<file path="src/rtl/booth_issue.sv">
// booth_issue: issue/collect stage wrapped around the sequential Booth multiplier.
// Ports: in_* operand handshake, mul_* multiplier drive/return, out_* result handshake, busy.
module booth_issue #(
   parameter int W       = 4,
   parameter int TIMEOUT = 16
) (
   input  logic           clk,
   input  logic           rst,
   input  logic           in_valid,
   output logic           in_ready,
   input  logic [W-1:0]   in_a,
   input  logic [W-1:0]   in_b,
   output logic [W-1:0]   mul_a,
   output logic [W-1:0]   mul_b,
   output logic           mul_rstN,
   input  logic [2*W-1:0] mul_res,
   input  logic           mul_done,
   output logic           out_valid,
   input  logic           out_ready,
   output logic [2*W-1:0] out_res,
   output logic           out_err,
   output logic           busy
);

   localparam int CW = $clog2(TIMEOUT + 1);
   localparam logic [CW-1:0] TMAX = CW'(TIMEOUT);

   typedef enum logic [1:0] {
      IDLE,
      LAUNCH,
      GUARD,
      WAIT
   } state_t;

   state_t         state, state_n;
   logic [CW-1:0]  cnt, cnt_n;
   logic [W-1:0]   a_n, b_n;
   logic           rstn_n;
   logic           ov_n;
   logic [2*W-1:0] res_n;
   logic           err_n;
   logic           buf_free;

   assign in_ready = (state == IDLE);
   assign busy     = (state != IDLE);
   assign buf_free = !out_valid || out_ready;

   always_ff @(posedge clk or posedge rst) begin
      if (rst) begin
         state     <= IDLE;
         cnt       <= '0;
         mul_a     <= '0;
         mul_b     <= '0;
         mul_rstN  <= 1'b0;
         out_valid <= 1'b0;
         out_res   <= '0;
         out_err   <= 1'b0;
      end else begin
         state     <= state_n;
         cnt       <= cnt_n;
         mul_a     <= a_n;
         mul_b     <= b_n;
         mul_rstN  <= rstn_n;
         out_valid <= ov_n;
         out_res   <= res_n;
         out_err   <= err_n;
      end
   end

   always_comb begin
      state_n = state;
      cnt_n   = cnt;
      a_n     = mul_a;
      b_n     = mul_b;
      rstn_n  = 1'b1;
      ov_n    = out_valid;
      res_n   = out_res;
      err_n   = out_err;

      // Drain first; a reload below overrides it on the same edge.
      if (out_valid && out_ready)
         ov_n = 1'b0;

      unique case (state)
         IDLE: begin
            if (in_valid) begin
               a_n     = in_a;
               b_n     = in_b;
               rstn_n  = 1'b0;
               cnt_n   = '0;
               state_n = LAUNCH;
            end
         end
         LAUNCH: state_n = GUARD;
         // done may still be high from the previous product here.
         GUARD:  state_n = WAIT;
         WAIT: begin
            if (cnt != TMAX)
               cnt_n = cnt + 1'b1;
            if (buf_free) begin
               if (mul_done) begin
                  res_n   = mul_res;
                  err_n   = 1'b0;
                  ov_n    = 1'b1;
                  state_n = IDLE;
               end else if (cnt == TMAX) begin
                  res_n   = '0;
                  err_n   = 1'b1;
                  ov_n    = 1'b1;
                  state_n = IDLE;
               end
            end
         end
         default: state_n = IDLE;
      endcase
   end

endmodule

</file>
<file path="config.mk">
export PLATFORM = sky130hd
export DESIGN_NAME = booth_issue
export DESIGN_NICKNAME = d
export VERILOG_FILES = /design/src/rtl/booth_issue.sv
export SDC_FILE = /design/constraint.sdc
export NUM_CORES = 1
export LEC_CHECK = 0
export BUFFER_PORTS_ARGS = -buffer_cell sky130_fd_sc_hd__buf_2
export CAP_MARGIN = 20
export CORE_MARGIN = 4
export CORE_UTILIZATION = 51
export CTS_CLUSTER_SIZE = 20
export DETAILED_ROUTE_END_ITERATION = 8
export PLACE_DENSITY = 0.82
export SLEW_MARGIN = 30
export SYNTH_ARGS = -nofsm -noshare
export SYNTH_HDL_FRONTEND = slang
export SYNTH_SLANG_ARGS = --single-unit
</file>
<file path="constraint.sdc">
create_clock -name clk -period 2.8 [get_ports clk]
set_clock_uncertainty 0.15 [all_clocks]
set_input_delay 0.14 -clock clk [delete_from_list [all_inputs] [get_ports clk]]
set_output_delay 0.14 -clock clk [all_outputs]
set_load 0.005 [all_outputs]
</file>
## Word-level counts from Yosys, hierarchy flattened

Cells that the tools add are included.

- RAM bits: 0
- Latch bits: 0
- Output and inout bits: 21
- Flip-flop bits (word level): 26
- Memories kept: 0
- Input bits: 21
- Bits in read-only memories: 0
- Logic and storage cells: 48

- Reduce and logical (&&, ||, !) cells: 11
- Equality and inequality tests: 9
- Divide/modulo/power cells: 0
- Order comparisons: 0
- $add $sub $neg: 1
- Muxes and demuxes: 19
- Shift operators: 0
- Bitwise logic cells: 0
- Multiply operators: 0

Operators by type and width:

| cell | number |
|---|---|
| 8-bit 2-to-1 mux | 2 |
| 5-bit 2-to-1 mux | 2 |
| 5-bit case mux with 2 select lines | 1 |
| 1-bit 2-to-1 mux | 9 |
| 3-bit AND reduction | 3 |
| 2-bit 2-to-1 mux | 4 |
| 2-bit case mux with 4 select lines | 1 |
| 2-bit inequality test, second input constant | 3 |
| 2-bit nonzero test | 3 |
| 5-bit by 1-bit adder with 5-bit output, second input constant | 1 |
| 5-bit equality test, second input constant | 1 |
| 5-bit inequality test, second input constant | 1 |
| 2-bit equality test, second input constant | 2 |
| 3-bit inequality test, second input constant | 1 |
| 2-bit by 1-bit equality test with 1-bit output, second input constant | 1 |
| 2-bit zero test | 1 |
| 2-bit AND reduction | 1 |
| 1-bit logical AND | 1 |
| 1-bit zero test | 1 |
| 1-bit logical OR | 1 |

## Longest topological paths before layout

Gate-level depths: netlist of run 1.

- Depth after elaboration: 6
- Gate-level depth with buffers: 7
- Mapped depth without buffers: 6

## Worst setup path after synthesis of run 1

OpenSTA, ideal clock, no wires.

- Kind: register -> register
- From: register cnt[0]
- To: register state[1]
- Stages on the path, launching flop included: 8
- Arrival time: 1.604 ns
- Clock period less this slack: 1.880 ns
- Path buffers: 1
- Required time: 2.525 ns
- Setup slack: 0.920 ns
- Setup time: 0.125 ns
- Cell sequence: dfrtp_1 -> inv_1 -> ha_1 -> nor4bb_1 -> buf_2 -> nor2_1 -> a211o_1 -> mux2_4

- Longest elaborated chain between the ends: 3

RTL lines:

| what | line | text |
|---|---|---|
| start, declared | 36 | `logic [CW-1:0] cnt, cnt_n;` |
| start signal, assigned | 60 | `cnt <= cnt_n;` |
| 5-bit equality test | 106 | `end else if (cnt == TMAX) begin` |
| 3-bit inequality test (no line) | n/a |  |
| 3-bit AND reduction (no line) | n/a |  |
| end signal, assigned | 59 | `state <= state_n;` |
| end, declared | 35 | `state_t state, state_n;` |

No other way between the ends.
A chain may end at the register's enable or synchronous reset.

## Worst setup path in the final report of run 1

- From: register cnt[1]
- To: register state[1]

The elaborated chain is that of the path after synthesis.

==> impl_metrics.csv, run 1 <==
group,metric,value,unit
global_route,overflow,0,
critical_path,r2r-start,"cnt[1]$_DFFE_PP0P_",
clocking,clkLatencyLatePin,0.31,ns
layout,final_area,1599,µm²
synthesis,yosysMostFrequentCell,"dfrtp_1",
placed_design,globalplace.congestion,0.7574,
min_path,hold-path-cell-count,3,
timing,final-max-slew-violation-count,0,
placed_design,placed_cell_area,1376,µm²
layout,num-nets-final,183,
timing,worst_pin_slew,0.6274,ns
placed_design,portBuffers,41,
critical_path,crit_arrival,2.06,ns
synthesis,yosysSeqAreaShare,0.5714,
detailed_routing,drtIter0Drc,17,
layout,multi_input_area,452.9,µm²
synthesis,synth_commonest_cells,"dfrtp_1 (26), a22o_1 (9), mux2_2 (8)",
global_route,antenna_found_initial,0,
detailed_routing,wl,2683,µm
detailed_routing,drc,0,
layout,antenna_cells,0,
synthesis,yosysTopAreaCell,"dfrtp_1",
detailed_routing,vias,974,
floorplanning,std_cell_rows,16,
synthesis,synth_cell_types,25,
layout,synthToLayoutAreaGrowth,40.44,%
critical_path,path_buf_inv,1,
floorplanning,initial_core_util,0.5576,
critical_path,r2r_setup_slack,0.80,ns
floorplanning,core_area,2042,µm²
global_route,grtUsageTotal,0.1906,
timing,fin_hold_ws,0.08380,ns
synthesis,syn_area_per_cell,12.11,µm²
power,ir_drop,666.3,µV
global_route,first_global_vias,1013,
critical_path,critical_path.cell_chain,"inv_1 > ha_1 > nor4bb_1 > nor2_1 > a211o_1 > mux2_4",
critical_path,start_kind,"register",
synthesis,ys.flop_type,"dfrtp_1",
detailed_routing,first_pass_iters,5,
min_path,hp-class,"input pin to register",
layout,regArea,650.6,µm²
clocking,tritoncts,"yes",
layout,drive_gt1_frac,0.3613,
synthesis,synthTopCellsByArea,"dfrtp_1 (57%), mux2_2 (7.9%), a22o_1 (6.9%)",
critical_path,cp_data_required_time,2.86,ns
clocking,cts_made_buffers,3,
critical_path,r2r_end,"state[1]$_DFFE_PP0P_",
power,fin_total_pwr,1.564,mW
critical_path,crit_fanout,5,
power,pwr_density_cell,978.0,nW/µm²
timing,finalHoldViolCount,0,
detailed_routing,via_per_inst,5.352,
timing,slew_headroom,0.5799,
timing,post-route-period-util,0.7149,
layout,fillers,132,
critical_path,cp_slowest_cell,"dfrtp_1",
clocking,post_cts_buffers,0,
placed_design,dpl.hpwl,1857,µm
synthesis,syn-instance-count,94,
synthesis,syn_nets,121,
critical_path,endpoint_kind,"register",
timing,fmax,0.4996,GHz
timing,setup_viol,0,
detailed_routing,ant_nets,0,
global_route,grt_max_degree,27,
synthesis,ys_warn_count,0,
status,outcome,"finished, final reports clean",
floorplanning,die_x,55.25,µm
clocking,clk_pin_slew,0.14,ns
synthesis,synth.top_cell.area_share,0.5714,
job,drv_cap,0,
detailed_routing,routedWlPerCell,14.74,µm
clocking,cts_buffer_depth,2,
clocking,cts.htree.levels,1,
power,leakagePower,0.8359,nW
timing,rsz0062_at_grt,"no",
critical_path,cp_top_family,"flip-flops",
clocking,clockRootBuffer,"clkbuf_4",
min_path,hold_start,"mul_done",
floorplanning,io_pins,42,
global_route,grt_pass1_wl,4754,µm
synthesis,async_flop_share,1.000,
synthesis,synth_seq_cells,26,
critical_path,cpPeakStageDelay,0.46,ns
critical_path,r2r_cells,6,
floorplanning,die_h,55.25,µm
synthesis,synth_edf_count,0,
synthesis,netlist_area,1139,µm²
timing,period_minus_slack,2.002,ns
layout,utilization,0.7831,
min_path,hold_end,"out_valid$_DFF_PP0_",
critical_path,path_class,"register to register",
timing,final.setup.tns,0,ns
clocking,clock-sinks,26,
floorplanning,dieArea,3053,µm²
-- how the worst max path moves through the flow --
stage / startpoint / depth (start not counted) / endpoint / slack [ns]
4_1_cts: cnt[1]$_DFFE_PP0P_ / 6 / out_res[5]$_DFFE_PP0P_ / 0.83
3_3_place_gp: cnt[0]$_DFFE_PP0P_ / 6 / out_res[1]$_DFFE_PP0P_ / 0.93
6_report: cnt[1]$_DFFE_PP0P_ / 6 / state[1]$_DFFE_PP0P_ / 0.80
5_1_grt: cnt[0]$_DFFE_PP0P_ / 6 / out_res[0]$_DFFE_PP0P_ / 0.68
2_1_floorplan: cnt[0]$_DFFE_PP0P_ / 7 / state[1]$_DFFE_PP0P_ / 0.92
3_5_place_dp: cnt[1]$_DFFE_PP0P_ / 6 / state[1]$_DFFE_PP0P_ / 0.85
-- worst reg2reg max path: cells and delay by family, from the launching register on --
kind	cells	cell delay [ns]
buffers and inverters	1	0.09
adders and majority gates	1	0.13
and+or+nand+nor	2	0.43
AOI/OAI and AO/OA	1	0.35
DFF	1	0.46
muxes	1	0.30
-- flip-flops by register name, summed over array words and instances (netlist names) --
name / flops
out_res: 8
cnt: 5
mul_a: 4
mul_b: 4
state: 2
mul_rstN: 1
out_err: 1
out_valid: 1
-- power by group --
part | leakage [nW] | internal [mW] | switching (mW) | total (mW)
Clock | 0.0279 | 0.145 | 0.106 | 0.251
Sequential | 0.323 | 0.542 | 0.108 | 0.650
Combinational | 0.485 | 0.348 | 0.314 | 0.663
Total | 0.836 | 1.04 | 0.529 | 1.56
-- cells in the final DEF, fill, tap and decap left out, drive strengths merged, types with 2 or more instances in the layout --
master       count
a21o             2
a21oi            2
a22o             9
buf             42
clkbuf           3
dfrtp           26
dlygate4sd3     17
ha               6
inv              7
mux2             9
nand2            5
nand3            2
nor2             6
nor3             3
o21ai            5
-- layout make-up --
| cell class | instances | share of cell area |
|---|---|---|
| sequential | 26 | 0.4069 |
| multi-input combinational | 59 | 0.2833 |
| timing repair buffer | 59 | 0.2394 |
| tap | 27 | 0.02113 |
| clock inverter | 1 | 0.01878 |
| inverter | 7 | 0.01643 |
| clock buffer | 3 | 0.01408 |
-- timing repair --
| action | CTS | global route |
|---|---|---|
| resized for setup | 0 | 0 |
| hold buffers | 17 | 0 |
| setup endpoints to repair | 0 | 0 |
| endpoints found under the hold margin | 42 | 0 |
-- through the flow --
step | std cells | setup WS (ns)
after detailed placement | 161 | 0.8489
after global placement | 161 | 0.9251
final | 182 | 0.7983
after CTS | 182 | 0.8310
after floorplan | 94 | 0.9205
after global routing | 182 | 0.6790
-- metal layers --
metal	vias up	track usage	part of all wire
li1	462	-	-
met1	462	0.2333	0.39
met2	42	0.3226	0.52
met3	8	0.05128	0.070
met4	0	0.06597	0.020
met5	-	0	0
-- logic make-up (layout without fill, tap and decap cells) --
family,Yosys count,in the layout,synth area share
AO/OA/AOI/OAI,22,22,0.1396
multiplexers,10,10,0.1011
AND/OR/NAND/NOR,21,21,0.09122
adder cells (fa/ha/maj),6,6,0.06593
buffers and inverters,9,70,0.03077
flip-flops,26,26,0.5714
(Power assumes the default switching activity.)
==> inputs of run 2 (changes only) <==
- ABC_AREA: unset -> 1
- CORE_UTILIZATION: 51 -> 44
- PLACE_DENSITY: 0.82 -> 0.74
- clock period: 2.8 -> 1.75 ns (I/O delays scaled with it)
==> impl_metrics.csv, run 2 <==
group,metric,value,unit
critical_path,cpPeakStageDelay,0.42,ns
layout,final_common_cell,"buf_2",
clocking,post_cts_buffers,0,
power,p_clk_frac,0.176,
placed_design,dpl.hpwl,1944,µm
detailed_routing,routedWlPerCell,13.19,µm
min_path,hp-class,"input pin to async pin",
detailed_routing,drtIter0Drc,29,
clocking,clk_pin_slew,0.14,ns
timing,setup_viol,0,
layout,regMostFlops,"out_res",
status,outcome,"finished, final reports clean",
synthesis,async_flop_share,1.000,
synthesis,yosysMostFrequentCell,"nand2_1",
floorplanning,initial_core_util,0.4545,
clocking,cts_buffer_depth,2,
critical_path,path_class,"register to register",
clocking,cts.htree.levels,1,
layout,synthToLayoutAreaGrowth,46.73,%
critical_path,r2r_cells,7,
power,p_switching,805.2,µW
synthesis,syn-instance-count,123,
floorplanning,die_h,61.14,µm
critical_path,endpoint_kind,"register",
power,p_sw_frac,0.3451,
timing,post-route-period-util,0.9172,
global_route,antenna_found_initial,0,
detailed_routing,via_per_inst,4.894,
synthesis,netlist_area,1242,µm²
timing,final.setup.tns,0,ns
floorplanning,core_area,2734,µm²
detailed_routing,drc,0,
synthesis,synth.top_cell.area_share,0.5237,
clocking,clock-sinks,26,
clocking,clockRootBuffer,"clkbuf_4",
power,leakagePower,0.9009,nW
critical_path,cp_slowest_cell,"dfrtp_1",
timing,worst_pin_slew,0.3958,ns
timing,fmax,0.6230,GHz
placed_design,globalplace.congestion,0.7348,
global_route,overflow,0,
power,pwr-share-comb,0.415,
power,ir_drop,963.6,µV
synthesis,synth_edf_count,0,
synthesis,synth_seq_cells,26,
global_route,grt_max_degree,27,
placed_design,dpl_worst_slack,0.1434,ns
critical_path,r2r_setup_slack,0.14,ns
global_route,first_global_vias,1108,
critical_path,start_kind,"register",
timing,rsz0062_at_grt,"no",
global_route,grt_pass1_wl,4857,µm
floorplanning,dieArea,3738,µm²
clocking,cts_made_buffers,3,
floorplanning,die_x,61.14,µm
placed_design,portBuffers,41,
critical_path,r2r-start,"state[0]$_DFFE_PP0P_",
floorplanning,io_pins,42,
timing,final-max-slew-violation-count,0,
timing,period_minus_slack,1.605,ns
detailed_routing,wl,2981,µm
detailed_routing,ant_nets,0,
synthesis,ys_warn_count,0,
timing,postLayoutSetupSlackWorst,0.1450,ns
power,seqPwrFrac,0.409,
critical_path,crit_arrival,1.67,ns
critical_path,critical_path.cell_chain,"inv_1 > ha_1 > nand2_2 > nand2_1 > nand2_1 > nand2_1 > o21ai_0",
synthesis,yosysTopAreaCell,"dfrtp_1",
power,internal_power,1.528,mW
power,pwr_density_cell,1280,nW/µm²
placed_design,placedCellCount,193,
synthesis,synthTopCellsByArea,"dfrtp_1 (52%), nand2_1 (10%), mux2_2 (7.3%)",
job,drv_cap,0,
detailed_routing,first_pass_iters,6,
layout,antenna_cells,0,
critical_path,r2r_end,"cnt[0]$_DFFE_PP0P_",
global_route,grtUsageTotal,0.1769,
layout,largest_reg_flops,8,
layout,utilization,0.6668,
layout,num-nets-final,223,
synthesis,ys.flop_type,"dfrtp_1",
layout,reg_top3,"out_res: 8 flops, cnt: 5 flops",
synthesis,yosysSeqAreaShare,0.5237,
clocking,clkLatencyLatePin,0.32,ns
layout,drive_gt1_frac,0.3692,
synthesis,syn_nets,150,
layout,stdcell_count,226,
power,fin_total_pwr,2.333,mW
timing,finalHoldViolCount,0,
synthesis,syn_area_per_cell,10.10,µm²
layout,layout_common_cells,"buf_2 (41), nand2_1 (33), dlygate4sd3_1 (28), dfrtp_1 (26), inv_1 (13)",
synthesis,synth_commonest_cells,"nand2_1 (33), dfrtp_1 (26), inv_1 (13)",
critical_path,crit_top_cell,"nand2_1",
detailed_routing,vias,1106,
critical_path,cp_data_required_time,1.82,ns
floorplanning,std_cell_rows,19,
timing,slew_headroom,0.7361,
synthesis,synth_cell_types,18,
critical_path,crit_fanout,10,
clocking,tritoncts,"yes",
run 2: cell count changes after synthesis, moves of 4 or more:
| cell | change |
|---|---|
| a22o_1 | -9 |
| inv_1 | +6 |
| nand2_1 | +28 |
| nand3_1 | +4 |
| nor2_1 | -4 |
| o21ai_2 | +9 |
run 2: critical path, delay by kind of cell (launching register included):
kind	cells	cell delay, ns
AOI/OAI and AO/OA	1	0.08
buffers and inverters	1	0.12
adders and majority gates	1	0.21
and+or+nand+nor	4	0.53
DFF	1	0.42
run 2: routing by layer:
metal	track usage	up-vias	part of all wire
met5	0	-	0
met4	0.09288	0	0.025
met3	0.03145	10	0.050
met2	0.3082	32	0.55
met1	0.2061	524	0.38
li1	-	540	-
run 2: stage by stage:
step	cell area (µm²)	hold WS [ns]
3_5_place_dp	1473	0.002930
2_1_floorplan	1242	-0.02248
4_1_cts	1805	0.1816
6_report	1823	0.1867
5_1_grt	1823	0.2205
3_3_place_gp	1473	0.0005004
run 2: power by group through the flow:
stage | clock network (mW) | registers [mW] | logic (mW)
after floorplan | 0 | 0.968 | 0.546
after global placement | 0 | 0.948 | 0.857
after detailed placement | 0 | 0.967 | 0.897
after CTS | 0.420 | 0.954 | 0.950
after global routing | 0.450 | 0.985 | 1.09
final | 0.410 | 0.954 | 0.968
run 2: how the worst max path moves through the flow:
stage,cells past startpoint,slack (ns),endpoint,startpoint
6_report,7,0.14,cnt[0]$_DFFE_PP0P_,state[0]$_DFFE_PP0P_
4_1_cts,9,0.11,out_res[0]$_DFFE_PP0P_,cnt[0]$_DFFE_PP0P_
3_3_place_gp,9,0.18,out_res[6]$_DFFE_PP0P_,cnt[0]$_DFFE_PP0P_
3_5_place_dp,9,0.14,out_res[0]$_DFFE_PP0P_,cnt[0]$_DFFE_PP0P_
2_1_floorplan,7,0.30,state[1]$_DFFE_PP0P_,state[0]$_DFFE_PP0P_
5_1_grt,5,0.03,cnt[4]$_DFFE_PP0P_,state[1]$_DFFE_PP0P_
run 2: kinds of logic (layout without fill, tap and decap cells):
family / Yosys count / in the layout / synth area share
flops: 26 / 26 / 0.5237
mux: 8 / 8 / 0.07251
xor+xnor: 2 / 2 / 0.01410
buf+inv: 16 / 87 / 0.05640
fa+ha+maj: 6 / 6 / 0.06042
simple gates: 51 / 52 / 0.1893
compound gates: 14 / 14 / 0.08359
run 2: area by class of cell:
| class | count | area [µm²] |
|---|---|---|
| clock buffers | 3 | 22.52 |
| clock inverters | 1 | 30.03 |
| fillers | 200 | 910.9 |
| inverters | 13 | 48.80 |
| multi-input cells | 82 | 539.3 |
| flip-flops and latches | 26 | 650.6 |
| well taps | 31 | 38.79 |
| repair buffers | 70 | 493.0 |
run 2: repair_timing:
| action | 4_1_cts | 5_1_grt |
|---|---|---|
| hold endpoints to repair | 46 | 0 |
| hold buffers | 28 | 0 |
| endpoints found under the setup margin | 0 | 5 |
| resized for setup | 0 | 2 |
